`src/rtl/shift_pkg.sv`:
```
`default_nettype none
// ============================================================================
// Module   : shift_pkg
// Purpose  : Shared decode constants, the shift operation enum and the payload
//            carried from stage to stage of shift_pipe_unit.
// Ports    : none (package)
// Revision : 1.0 - initial release
// ============================================================================
package shift_pkg;

   localparam logic [6:0] OPCODE_RTYPE = 7'b0110011;
   localparam logic [6:0] OPCODE_ITYPE = 7'b0010011;

   localparam logic [6:0] FUNC7_SHL = 7'b0000000;
   localparam logic [6:0] FUNC7_SRA = 7'b0100000;
   localparam logic [6:0] FUNC7_ROT = 7'b0110000;

   localparam logic [2:0] FUNC3_SL = 3'b001;
   localparam logic [2:0] FUNC3_SR = 3'b101;

   // The payload is sized for the widest configuration; narrower
   // configurations use the low bits and keep the rest at zero.
   localparam int MAX_XLEN = 64;
   localparam int MAX_SHW  = 6;
   localparam int MAX_TAGW = 16;

   typedef enum logic [2:0] {
      OP_SLL = 3'd0,
      OP_SRL = 3'd1,
      OP_SRA = 3'd2,
      OP_ROL = 3'd3,
      OP_ROR = 3'd4,
      OP_ILL = 3'd5
   } shift_op_e;

   typedef struct packed {
      logic [MAX_XLEN-1:0] data;   // operand, already bit-reversed for left ops
      logic                fill;   // bit shifted in from the top (non-rotate)
      logic                rot;    // wrap shifted-out bits back in
      logic                rev;    // bit-reverse again on exit
      logic [MAX_SHW-1:0]  shamt;
      logic [MAX_TAGW-1:0] tag;
      logic                ill;
   } shift_payload_t;

   // First shift level owned by stage k: ceil(shw*k/stages).
   function automatic int level_bound(input int shw, input int stages, input int k);
      return (shw * k + stages - 1) / stages;
   endfunction

endpackage
`default_nettype wire

```
`src/rtl/shift_stage.sv`:
```
`default_nettype none
// ============================================================================
// Module   : shift_stage
// Purpose  : One register stage of the shift pipe. Applies right-shift levels
//            LO..HI-1 (shift by 2^j when shamt[j] is set) to the incoming
//            payload and registers it behind a valid/ready handshake.
// Ports    : clk, rst_n, flush      - clock, async active-low reset, kill
//            in_valid/in_ready      - upstream handshake
//            in_pay                 - payload from previous stage / decode
//            out_valid/out_ready    - downstream handshake
//            out_pay                - registered payload
// Revision : 1.0 - initial release
// ============================================================================
module shift_stage
   import shift_pkg::*;
#(
   parameter int LO   = 0,
   parameter int HI   = 1,
   parameter int XLEN = 32
) (
   input  logic           clk,
   input  logic           rst_n,
   input  logic           flush,
   input  logic           in_valid,
   output logic           in_ready,
   input  shift_payload_t in_pay,
   output logic           out_valid,
   input  logic           out_ready,
   output shift_payload_t out_pay
);

   logic            valid_q;
   shift_payload_t  pay_q;
   shift_payload_t  pay_d;
   logic [XLEN-1:0] data_d;

   // A stage can take a new op when empty or when its current op leaves.
   assign in_ready  = !valid_q || out_ready;
   assign out_valid = valid_q;
   assign out_pay   = pay_q;

   always_comb begin
      data_d = in_pay.data[XLEN-1:0];
      for (int j = LO; j < HI; j++) begin
         if (in_pay.shamt[j]) begin
            data_d = (data_d >> (1 << j)) |
                     (in_pay.rot  ? (data_d << (XLEN - (1 << j))) :
                      in_pay.fill ? ~({XLEN{1'b1}} >> (1 << j)) : '0);
         end
      end
      pay_d                = in_pay;
      pay_d.data[XLEN-1:0] = data_d;
   end

   always_ff @(posedge clk or negedge rst_n) begin
      if (!rst_n) begin
         valid_q <= 1'b0;
      end else if (flush) begin
         valid_q <= 1'b0;
      end else if (in_ready) begin
         valid_q <= in_valid;
      end
   end

   // Payload needs no reset: it is only observed while valid_q is set.
   always_ff @(posedge clk) begin
      if (in_ready && in_valid) begin
         pay_q <= pay_d;
      end
   end

endmodule
`default_nettype wire

```
`src/rtl/shift_pipe_unit.sv`:
```
`default_nettype none
// ============================================================================
// Module   : shift_pipe_unit
// Purpose  : Pipelined shift/rotate execution unit. Decodes R/I-type shift
//            instructions, reverses left ops onto a single right-shift
//            datapath split over STAGES registers, and returns a tagged
//            result (or an illegal flag) to writeback.
// Ports    : clk, rst_n, flush           - clock, async active-low reset, kill
//            in_valid/in_ready           - request handshake
//            op1, op2, opcode, func3,
//            func7, imm, in_tag          - operands, instruction fields, tag
//            out_valid/out_ready         - result handshake
//            result, out_tag, illegal    - result, tag, illegal-op flag
// Revision : 1.0 - initial release
// ============================================================================
module shift_pipe_unit
   import shift_pkg::*;
#(
   parameter int XLEN       = 32,
   parameter int STAGES     = 2,
   parameter int ENABLE_ROT = 1,
   parameter int TAGW       = 5
) (
   input  logic            clk,
   input  logic            rst_n,
   input  logic            flush,
   input  logic            in_valid,
   output logic            in_ready,
   input  logic [XLEN-1:0] op1,
   input  logic [XLEN-1:0] op2,
   input  logic [6:0]      opcode,
   input  logic [2:0]      func3,
   input  logic [6:0]      func7,
   input  logic [11:0]     imm,
   input  logic [TAGW-1:0] in_tag,
   output logic            out_valid,
   input  logic            out_ready,
   output logic [XLEN-1:0] result,
   output logic [TAGW-1:0] out_tag,
   output logic            illegal
);

   localparam int SHW = $clog2(XLEN);

   function automatic logic [XLEN-1:0] bit_rev(input logic [XLEN-1:0] v);
      logic [XLEN-1:0] r;
      for (int i = 0; i < XLEN; i++) begin
         r[i] = v[XLEN-1-i];
      end
      return r;
   endfunction

   // ---------------------------------------------------------------- decode
   logic           is_r;
   logic           is_i;
   logic [6:0]     sel_i;
   logic [6:0]     sel;
   logic [SHW-1:0] shamt;
   shift_op_e      op;

   always_comb begin
      is_r  = (opcode == OPCODE_RTYPE);
      is_i  = (opcode == OPCODE_ITYPE);
      // On RV64 imm[5] is shamt bit 5, so only imm[11:6] selects; the
      // selector constants all have bit 0 clear, so pad with a zero.
      sel_i = (XLEN == 64) ? {imm[11:6], 1'b0} : imm[11:5];
      sel   = is_r ? func7 : sel_i;
      shamt = is_r ? op2[SHW-1:0] : imm[SHW-1:0];

      op = OP_ILL;
      if (is_r || is_i) begin
         if (func3 == FUNC3_SL && sel == FUNC7_SHL) begin
            op = OP_SLL;
         end else if (func3 == FUNC3_SR && sel == FUNC7_SHL) begin
            op = OP_SRL;
         end else if (func3 == FUNC3_SR && sel == FUNC7_SRA) begin
            op = OP_SRA;
         end else if (ENABLE_ROT != 0 && sel == FUNC7_ROT) begin
            // There is no ROLI; only the R-type form rotates left.
            if (func3 == FUNC3_SR) begin
               op = OP_ROR;
            end else if (func3 == FUNC3_SL && is_r) begin
               op = OP_ROL;
            end
         end
      end
   end

   // --------------------------------------------------------- entry payload
   shift_payload_t pay_in;
   logic           rev_in;

   always_comb begin
      rev_in                = (op == OP_SLL) || (op == OP_ROL);
      pay_in                = '0;
      pay_in.data[XLEN-1:0] = rev_in ? bit_rev(op1) : op1;
      pay_in.fill           = (op == OP_SRA) && op1[XLEN-1];
      pay_in.rot            = (op == OP_ROL) || (op == OP_ROR);
      pay_in.rev            = rev_in;
      pay_in.shamt[SHW-1:0] = shamt;
      pay_in.tag[TAGW-1:0]  = in_tag;
      pay_in.ill            = (op == OP_ILL);
   end

   // ----------------------------------------------------------- stage chain
   shift_payload_t  pay [STAGES+1];
   logic [STAGES:0] vld;
   logic [STAGES:0] rdy;

   assign pay[0]      = pay_in;
   assign vld[0]      = in_valid;
   assign rdy[STAGES] = out_ready;
   assign in_ready    = !flush && rdy[0];

   generate
      for (genvar k = 0; k < STAGES; k++) begin : g_stage
         shift_stage #(
            .LO   (level_bound(SHW, STAGES, k)),
            .HI   (level_bound(SHW, STAGES, k + 1)),
            .XLEN (XLEN)
         ) u_stage (
            .clk       (clk),
            .rst_n     (rst_n),
            .flush     (flush),
            .in_valid  (vld[k]),
            .in_ready  (rdy[k]),
            .in_pay    (pay[k]),
            .out_valid (vld[k+1]),
            .out_ready (rdy[k+1]),
            .out_pay   (pay[k+1])
         );
      end
   endgenerate

   // ------------------------------------------------------------------ exit
   shift_payload_t  last;
   logic [XLEN-1:0] last_data;

   assign last      = pay[STAGES];
   assign last_data = last.rev ? bit_rev(last.data[XLEN-1:0]) : last.data[XLEN-1:0];

   // Outputs are forced to zero when nothing is valid, so the unreset data
   // registers never leak out.
   assign out_valid = vld[STAGES];
   assign result    = (out_valid && !last.ill) ? last_data : '0;
   assign out_tag   = out_valid ? last.tag[TAGW-1:0] : '0;
   assign illegal   = out_valid && last.ill;

   // Padding bits of the shared payload and upper op2 bits are intentionally
   // not consumed.
   logic unused_ok;
   assign unused_ok = &{1'b0, last, op2};

endmodule
`default_nettype wire
```
`config.mk`:
```
export PLATFORM = sky130hd
export DESIGN_NAME = shift_pipe_unit
export DESIGN_NICKNAME = d
export VERILOG_FILES = /design/src/rtl/shift_pkg.sv /design/src/rtl/shift_stage.sv /design/src/rtl/shift_pipe_unit.sv
export SDC_FILE = /design/constraint.sdc
export NUM_CORES = 1
export LEC_CHECK = 0
export CAP_MARGIN = 0
export CORE_ASPECT_RATIO = 2
export CORE_MARGIN = 2
export CORE_UTILIZATION = 51
export CTS_CLUSTER_SIZE = 14
export DETAILED_ROUTE_END_ITERATION = 7
export GPL_TIMING_DRIVEN = 0
export PLACE_DENSITY = 0.85
export SLEW_MARGIN = 10
export SYNTH_ARGS = -nofsm -noshare
export SYNTH_HDL_FRONTEND = slang
export SYNTH_SLANG_ARGS = --single-unit
```
`constraint.sdc`:
```
create_clock -name clk -period 5.95 [get_ports clk]
set_clock_uncertainty 0.15 [all_clocks]
set_input_delay 0.595 -clock clk [delete_from_list [all_inputs] [get_ports clk]]
set_output_delay 0.595 -clock clk [all_outputs]
set_load 0.1 [all_outputs]
```
==> impl_metrics.tcl, run 1 <==
set metrics [dict create \
    status "finished, final reports clean" \
    r2r_slack_ns 3.76 \
    syn_nets 709 \
    grt_usage_pct 24.2 \
    synth_cell_types 58 \
    num_vias 5267 \
    synth_seq_area_share_pct 40.8 \
    layout-drive-gt1-share_pct 6.09 \
    clockBufferDepth 2 \
    relSlewSlack_pct 33.3 \
    required_ns 5.86 \
    core-area_um2 11800 \
    die_x_um 81.7 \
    synth_cells 606 \
    synth_top_area_share_pct 40.0 \
    min_path_type "input pin to async pin" \
    worstSetupStartpointType "input pin" \
    dr.pass1.iters 5 \
    hold_viol_final 0 \
    timing.critical_path.buf_inv 4 \
    cts_hold_buffers 0 \
    drv_slew 0 \
    cp-end-kind "flip-flop" \
    critical_path_arrival_ns 3.83 \
    antenna_cells 0 \
    path_depth 9 \
    synthMuxAreaShare_pct 29.4 \
    initial_utilization_pct 52.3 \
    ys.flop_type "edfxtp_1" \
    ant_nets 0 \
    reg2reg_depth 6 \
    synth_fa_ha_area_share_pct 0 \
    crit_family "buffers and inverters" \
    ios 143 \
    r2r-start "g_stage[0].u_stage.out_pay[20]" \
    max_stage_delay_ns 0.71 \
    final_cell_area_um2 7800 \
    grt_overflow 0 \
    fin_tns_setup_ns 0 \
    async_flop_share_pct 2.38 \
    worst_slew_pin_slew_ns 0.998 \
    whs_ns 0.267 \
    dpl.hpwl_mm 12.7 \
    wirelength_mm 15.4 \
    antenna_found_initial 0 \
    total_power_uw 1580 \
    drt_iter0_markers 301 \
    area_delta_synth_final_pct 26.7 \
    fin_nets 837 \
    cpMostUsedCell "mux2i_1" \
    die_area_um2 13000 \
    synth_compound_area_share_pct 13.0 \
    synthXorXnorAreaFrac_pct 0 \
    grt_pass1_wl_mm 24.3 \
    cp-startpoint "opcode[2]" \
    die_height_um 159 \
    grt_max_degree 38 \
    rsz0062_at_grt "no" \
    io_buffers 115 \
    syn_area_um2 6150 \
    clkSlewWorstSetupHoldPaths_ns 0.05 \
    fmaxAchievable_mhz 255 \
    place_ws_ns 1.78 \
    cts_buffers 9 \
    finalCriticalPeriod_ns 3.92 \
    drc 0 \
    vias_per_cell 5.96 \
    ys_warn_count 0 \
    power.density_nw_per_um2 203 \
    slowest_stage "mux2i_1" \
    cts_sinks 84 \
    cts_resized 0 \
    root_buffer "clkbuf_16" \
    finalSetupViolCount 0 \
    avgSynthCellArea_um2 10.2 \
    synth_edf_count 82 \
    grt_pass1_vias 5311 \
    cp_max_fo 10 \
    leakage_uw 0.00318 \
    ir_drop_mv 0.149 \
    htreeDepth 3 \
    synth-simple-area-share_pct 13.5 \
    gp_congestion 1.01 \
    synth_top_area_cell "edfxtp_1" \
    critPathKind "input pin to flip-flop" \
    synth_area_leaders "edfxtp_1, mux2i_1, o21ai_0, nor2_1, a21oi_1" \
    clkLatencyLatePin_ns 0.34 \
    dpl-instance-area_um2 7550 \
    synth_top_family_by_area "multiplexers" \
    drv_cap 0 \
    crit_chain "clkdlybuf4s50_1 -> nand4bb_1 -> buf_2 -> nor2_1 -> buf_4 -> mux2i_1 -> buf_1 -> mux2i_1 -> mux2i_1" \
    synth_seq_cells 84 \
    wl_per_cell_um 17.4 \
    cts_setup_buffers 0 \
    postLayoutSetupSlackWorst_ns 2.03 \
    rows 56 \
    crit_end "g_stage[0].u_stage.out_pay[37]" \
    period_share_pct 65.9 \
    r2r-end "g_stage[1].u_stage.out_pay[53]" \
    cts_tree "built" \
]
==> per-layer routing <==
metal,wire length (µm),vias up,global-route usage (%)
li1,-,2538,-
met1,4880,2447,20.5
met2,9000,219,47.4
met3,558,63,2.89
met4,907,0,17.3
met5,0,-,0
==> sequential cells by signal, summed over array words and instances, names as in the netlist <==
signal	cells
g_stage.u_stage.out_pay	82
g_stage.u_stage.out_valid	2
==> worst min-delay path by stage <==
stage	endpoint	slack, ns	depth (start not counted)
2_1_floorplan	g_stage[0].u_stage.out_valid	0.15	0
3_3_place_gp	g_stage[1].u_stage.out_pay[5]	0.25	0
3_5_place_dp	g_stage[1].u_stage.out_pay[5]	0.25	0
4_1_cts	g_stage[0].u_stage.out_valid	0.26	1
5_1_grt	g_stage[0].u_stage.out_valid	0.27	1
6_report	g_stage[0].u_stage.out_valid	0.27	1
==> cells in the final DEF (no fill, tap or decap), types with 10 or more instances in the layout <==
cell               n
a21oi_1           35
clkbuf_1          29
clkdlybuf4s50_1  115
edfxtp_1          82
mux2i_1          170
nand2_1           37
nand2b_1          17
nor2_1            61
o21ai_0           51
o21bai_1          10
==> worst register-to-register path: cells and delay by family (launching register included) <==
family	cells	cell delay (ns)
and+or+nand+nor	1	0.08
DFF	1	0.32
buffers and inverters	2	0.81
AOI/OAI and AO/OA	2	0.20
muxes	1	0.38
==> synthesized netlist by cell type (2+ instances only) <==
library cell    n
o21a_1          2
o21ai_0        51
or4_1           3
clkbuf_1       26
nand2b_1       17
o22ai_1         2
nand2_1        37
a21oi_1        35
o21ai_1         5
and2_1          9
o21bai_1       10
nand3_1         3
mux2i_2         2
mux2_2          7
nor2b_1         4
nor4_2          2
o2111ai_1       3
buf_6           3
nand4_1         3
edfxtp_1       82
nor4_1          4
buf_2           4
dfrtp_1         2
nor3_1          8
o211ai_1        2
buf_1           9
inv_1           2
a221oi_1        3
nand3b_1        3
a22oi_1         2
a211oi_2        2
mux2i_1       170
nor2_1         61
o221ai_1        3
or4_4           2
==> through the flow <==
stage,instances,util [%]
2_1_floorplan,606,-
3_3_place_gp,866,63.6
3_5_place_dp,868,64.1
4_1_cts,884,66.3
5_1_grt,884,66.3
6_report,884,66.3
==> cells by family after synthesis <==
family,after synthesis
muxes,179
buffers and inverters,46
DFF,84
AOI/OAI and AO/OA,132
and+or+nand+nor,165
==> cell type report <==
cell class                 count  area, µm²
inverter                       3       11.3
clock buffer                  12        236
fill                         973       3970
clock inverter                 4       16.3
tap                          145        181
buffer                        43        193
sequential                    84       2510
timing repair buffer         117       1190
multi-input combinational    476       3460
==> where the power goes <==
part           total [µW]  switching, µW  internal [µW]
logic                 381            224            157
registers             728           20.2            708
clock network         472            195            277
total                1580            439           1140
Power figures use the tool's default switching activity.
==> run 2, diff against run 1 <==
--- a/config.mk
+++ b/config.mk
@@ -8,11 +8,11 @@
 export CAP_MARGIN = 0
 export CORE_ASPECT_RATIO = 2
 export CORE_MARGIN = 2
-export CORE_UTILIZATION = 51
+export CORE_UTILIZATION = 46
 export CTS_CLUSTER_SIZE = 14
 export DETAILED_ROUTE_END_ITERATION = 7
 export GPL_TIMING_DRIVEN = 0
-export PLACE_DENSITY = 0.85
+export PLACE_DENSITY = 0.81
 export SLEW_MARGIN = 10
 export SYNTH_ARGS = -nofsm -noshare
 export SYNTH_HDL_FRONTEND = slang
==> constraint.sdc (replaced) <==
create_clock -name clk -period 3.3 [get_ports clk]
set_clock_uncertainty 0.15 [all_clocks]
set_input_delay 0.33 -clock clk [delete_from_list [all_inputs] [get_ports clk]]
set_output_delay 0.33 -clock clk [all_outputs]
set_load 0.1 [all_outputs]
==> run 2 against run 1 <==
Against the previous run: the run now ends with DRC left; routed wire length grew 5.4%; clock-buffer cell count is 2 lower; global-route usage decreased by 1.6 points; final cell count grew 0.57%; cell area increased by 2.7%; flip-flop and latch count stayed put; combinational power grew 91%; register-to-register slack lost 2.7 ns; sequential power is 80% higher; via count down 1.2%; die area is 10% higher; critical endpoint is now g_stage[0].u_stage.out_pay[34]; highest routed layer unchanged.
==> impl_metrics.tcl, run 2 (synthesized netlist as in run 1, its figures left out) <==
set metrics [dict create \
    status "finished, violations left" \
    violations "DRC" \
    timing.critical_path.buf_inv 2 \
    fin_nets 837 \
    drv_cap 0 \
    cts_tree "built" \
    period_share_pct 99.9 \
    whs_ns 0.0134 \
    ir_drop_mv 0.186 \
    grt_usage_pct 22.6 \
    cp_max_fo 10 \
    final_cell_area_um2 8010 \
    num_vias 5205 \
    htreeDepth 3 \
    final_common_cell "mux2i_1" \
    power.density_nw_per_um2 359 \
    die_x_um 85.8 \
    relSlewSlack_pct 33.7 \
    largest_reg_flops 82 \
    leakage_uw 0.00327 \
    cts_hold_buffers 0 \
    dpl-instance-area_um2 7550 \
    slowest_stage "clkdlybuf4s50_1" \
    core-area_um2 13100 \
    rows 59 \
    grt_pass1_wl_mm 25.5 \
    rsz0062_at_grt "yes" \
    layout-drive-gt1-share_pct 11.7 \
    antenna_found_initial 0 \
    ant_nets 0 \
    gp_congestion 1.03 \
    fill_cells 1097 \
    area_delta_synth_final_pct 30.2 \
    initial_utilization_pct 47.1 \
    worstSetupStartpointType "input pin" \
    grt_pass1_vias 5291 \
    post_layout_nonfiller_instances 889 \
    clkLatencyLatePin_ns 0.33 \
    dpl.hpwl_mm 13.4 \
    finalSetupViolCount 0 \
    wl_per_cell_um 18.2 \
    crit_chain "clkdlybuf4s50_1 -> nand3b_1 -> nor2_4 -> mux2_2 -> and2b_2 -> o21a_2 -> nand2_8 -> buf_8 -> mux2i_1 -> mux2i_1 -> mux2i_1" \
    dr.pass1.iters 7 \
    hold_viol_final 0 \
    crit_family "multiplexers" \
    drc 5 \
    wirelength_mm 16.2 \
    die_height_um 168 \
    max_stage_delay_ns 0.57 \
    cpMostUsedCell "mux2i_1" \
    ios 143 \
    grt_overflow 0 \
    vias_per_cell 5.85 \
    required_ns 3.33 \
    grt_max_degree 38 \
    cts_sinks 84 \
    cp-end-kind "flip-flop" \
    layout_common_cells "mux2i_1, clkdlybuf4s50_1, edfxtp_1" \
    drv_slew 0 \
    min_path_type "input pin to async pin" \
    finalCriticalPeriod_ns 3.30 \
    critical_path_arrival_ns 3.32 \
    clockBufferDepth 2 \
    root_buffer "clkbuf_16" \
    die_area_um2 14400 \
    drt_iter0_markers 201 \
    clkSlewWorstSetupHoldPaths_ns 0.05 \
    antenna_cells 0 \
    io_buffers 115 \
    place_inst 875 \
    cts_buffers 9 \
    fmaxAchievable_mhz 303 \
    worst_slew_pin_slew_ns 0.991 \
    critPathKind "input pin to flip-flop" \
]
run 2: path summary, 6_finish.rpt:
check                      depth (start not counted)                            from  slack (ns)                        endpoint
setup / recovery                                  11                       opcode[5]       0.004  g_stage[0].u_stage.out_pay[34]
hold / removal                                     1                           rst_n        0.01    g_stage[0].u_stage.out_valid
setup reg to reg                                   6  g_stage[0].u_stage.out_pay[24]        1.06  g_stage[1].u_stage.out_pay[56]
hold reg to reg                                    0   g_stage[0].u_stage.out_pay[5]        0.27   g_stage[1].u_stage.out_pay[5]
max in group asynchronous                          1                           rst_n        2.86    g_stage[1].u_stage.out_valid
min in group clk                                   0   g_stage[0].u_stage.out_pay[5]        0.27   g_stage[1].u_stage.out_pay[5]
run 2: area by class of cell:
class,count,area (µm²),area share [%]
clock buffers,10,229,2.86
plain buffers,42,206,2.58
repair buffers,118,1160,14.5
flip-flops and latches,84,2510,31.4
clock inverters,4,18.8,0.234
multi-input cells,476,3680,46.0
well taps,152,190,2.37
inverters,3,11.3,0.141
run 2: power breakdown:
part / leakage [µW] / total (µW) / switching (µW) / internal [µW]
Clock: 0.000125 / 836 / 343 / 493
Combinational: 0.00234 / 729 / 431 / 299
Sequential: 0.000809 / 1310 / 35.5 / 1280
Total: 0.00327 / 2880 / 810 / 2070
run 2: layer usage:
layer	vias to the layer above	wire length [µm]	global-route usage (%)
li1	2531	-	-
met1	2436	5120	19.7
met2	190	9760	45.8
met3	48	585	2.46
met4	0	722	14.5
met5	-	0	0
run 2: per-stage QoR:
| stage | util, % | setup TNS [ns] | power (µW) | setup slack, ns |
|---|---|---|---|---|
| global placement | 57.4 | -13.12 | 1990 | -0.528 |
| floorplan | - | 0 | 1760 | 0.0855 |
| global route | 61.3 | -0.251 | 3000 | -0.0773 |
| detailed placement | 57.8 | -15.00 | 2020 | -0.619 |
| finish | 61.3 | 0 | 2880 | 0.00408 |
| CTS | 59.7 | 0 | 2850 | 0.0303 |
run 2: repair_timing:
action	4_1_cts	5_1_grt
setup endpoints to repair	61	31
pin swaps	0	4
gates resized for setup	41	45
setup buffers	0	1
run 2: worst register-to-register path, cell delays in order, from the launching register on:
cell	delay (ns)
edfxtp_1	0.35
clkbuf_1	0.22
nor2_1	0.52
clkbuf_1	0.44
a21oi_1	0.09
nand2_1	0.09
o21ai_0	0.10
==> run 3, diff against run 2 <==
--- a/config.mk
+++ b/config.mk
@@ -7,7 +7,7 @@
 export LEC_CHECK = 0
 export CAP_MARGIN = 0
 export CORE_ASPECT_RATIO = 2
-export CORE_MARGIN = 2
+export CORE_MARGIN = 8
 export CORE_UTILIZATION = 46
 export CTS_CLUSTER_SIZE = 14
 export DETAILED_ROUTE_END_ITERATION = 7
==> run 3 against run 2 <==
Against the previous run: the flow now finishes without violations; total power is 4.7% higher; global-route usage shrank 2.8 points; largest power group unchanged; first-iteration DRC count rose by 48%; flip-flop and latch count unchanged; core utilization down 1.5 points; die area increased by 22%; routed wire length is 8.2% higher.
==> impl_metrics.tcl, run 3 (synthesized netlist as in run 1, its figures left out) <==
set metrics [dict create \
    status "finished, final reports clean" \
    hold_viol_final 0 \
    critPathKind "input pin to flip-flop" \
    ir_drop_mv 0.284 \
    r2r-start "g_stage[0].u_stage.out_pay[20]" \
    core-area_um2 13300 \
    cts_buffers 9 \
    layout_common_cells "mux2i_1, clkdlybuf4s50_1, edfxtp_1" \
    top_usage_layer "met2" \
    grt_pass1_wl_mm 28.1 \
    rsz0062_at_grt "yes" \
    worst_slew_pin_slew_ns 0.981 \
    antenna_cells 0 \
    antenna_found_initial 0 \
    worstSetupStartpointType "input pin" \
    layout-drive-gt1-share_pct 12.4 \
    area_delta_synth_final_pct 29.1 \
    use_met1_pct 20.0 \
    cts_tree "built" \
    min_path_type "input pin to async pin" \
    finalSetupViolCount 0 \
    cp-startpoint "func7[0]" \
    ios 143 \
    clkLatencyLatePin_ns 0.34 \
    use_met3_pct 4.26 \
    required_ns 3.20 \
    drc 0 \
    drt_iter0_markers 297 \
    critical_path_arrival_ns 3.18 \
    grt_pass1_vias 5520 \
    drv_cap 0 \
    power.density_nw_per_um2 379 \
    max_stage_delay_ns 0.56 \
    grt_usage_pct 19.8 \
    io_buffers 115 \
    clkSlewWorstSetupHoldPaths_ns 0.06 \
    cpMostUsedCell "mux2i_1" \
    met2_usage_pct 36.6 \
    finalCriticalPeriod_ns 3.28 \
    grt_overflow 0 \
    initial_utilization_pct 46.3 \
    num_vias 5300 \
    dr.pass1.iters 5 \
    fill_cells 1125 \
    wirelength_mm 17.5 \
    vias_per_cell 5.93 \
    drv_slew 0 \
    final_util_pct 59.8 \
    seq_area_um2 2510 \
    dpl.hpwl_mm 14.1 \
    largest_reg_flops 82 \
    fin_tns_setup_ns 0 \
    rows 60 \
    grt_max_degree 36 \
    cp_max_fo 10 \
    slowest_stage "or4_4" \
    fmaxAchievable_mhz 305 \
    crit_chain "clkdlybuf4s50_1 -> or4_4 -> nor4_1 -> mux2_2 -> and2b_1 -> o21a_2 -> nand2_8 -> buf_8 -> mux2i_2 -> mux2i_1 -> mux2i_1" \
    htreeDepth 3 \
    cp-end-kind "flip-flop" \
    cts_hold_buffers 0 \
    wl_per_cell_um 19.6 \
    relSlewSlack_pct 34.4 \
    gp_congestion 0.924 \
    fin_nets 837 \
    period_share_pct 99.3 \
    clockBufferDepth 2 \
    multi_input_area_um2 3580 \
    ant_nets 0 \
    root_buffer "clkbuf_16" \
    die_area_um2 17600 \
    final_common_cell "mux2i_1" \
    die_x_um 97.8 \
    cts_sinks 84 \
    leakage_uw 0.00322 \
    die_height_um 180 \
]
[run 3: cell types whose count changed in the layout (fill, tap and decap cells not counted), moves of 3 or more]
| cell | previous run | this run |
|---|---|---|
| clkbuf_2 | 7 | 20 |
| mux2i_1 | 148 | 155 |
| mux2i_2 | 17 | 14 |
| dlygate4sd2_1 | 30 | 8 |
| clkdlybuf4s15_1 | 0 | 10 |
| mux2i_4 | 7 | 3 |
[run 3: worst paths after layout]
kind	endpoint	slack [ns]	cells after the start
setup reg to reg	g_stage[1].u_stage.out_pay[49]	1.01	6
setup / recovery	g_stage[0].u_stage.out_pay[28]	0.02	11
min in group clk	g_stage[1].u_stage.out_pay[23]	0.27	0
max in group asynchronous	g_stage[0].u_stage.out_valid	2.87	1
hold / removal	g_stage[1].u_stage.out_valid	0.005	1
hold reg to reg	g_stage[1].u_stage.out_pay[23]	0.27	0
[run 3: timing repair]
item	in CTS	in global routing
pin swaps	0	5
setup endpoints to repair	52	54
gates resized for setup	41	67
buffers inserted	0	1
[run 3: per-layer routing]
layer  share of wire, %  wire length, µm  vias to the layer above
met5                  0                0                        -
met4                4.8              840                        0
met3                5.1              888                       55
met2                 53             9340                      203
met1                 37             6440                     2505
li1                   -                -                     2537
[run 3: layout make-up]
| cell class | instances | area share (%) |
|---|---|---|
| well taps | 155 | 2.44 |
| plain buffers | 42 | 2.82 |
| clock buffers | 10 | 2.88 |
| clock inverters | 6 | 0.803 |
| repair buffers | 118 | 14.2 |
| multi-input cells | 476 | 45.1 |
| inverters | 3 | 0.142 |
| flip-flops and latches | 84 | 31.6 |
[run 3: per-stage QoR]
stage                     instance area [µm²]  hold slack, ns  instances  power, µW  worst slack, ns
after global placement                   7510           0.251        876       2010           -0.616
after floorplan                          6160          -0.116        606       1760           0.0855
after global routing                     7950         0.00142        894       3120          -0.0411
after CTS                                7860         0.00102        893       3000          0.00170
final                                    7950         0.00454        894       3010           0.0222
after detailed placement                 7560           0.258        878       2030           -0.621
[run 3: critical path: cells and delay by family]
family / cells / cell delay, ns
AO/OA/AOI/OAI: 1 / 0.22
buffers and inverters: 2 / 0.64
multiplexers: 4 / 0.90
AND/OR/NAND/NOR: 4 / 1.09
[run 3: power breakdown]
part           internal [µW]  leakage, µW  switching [µW]
Combinational            289      0.00227             428
Clock                    586     0.000140             394
Sequential              1280     0.000809            39.7
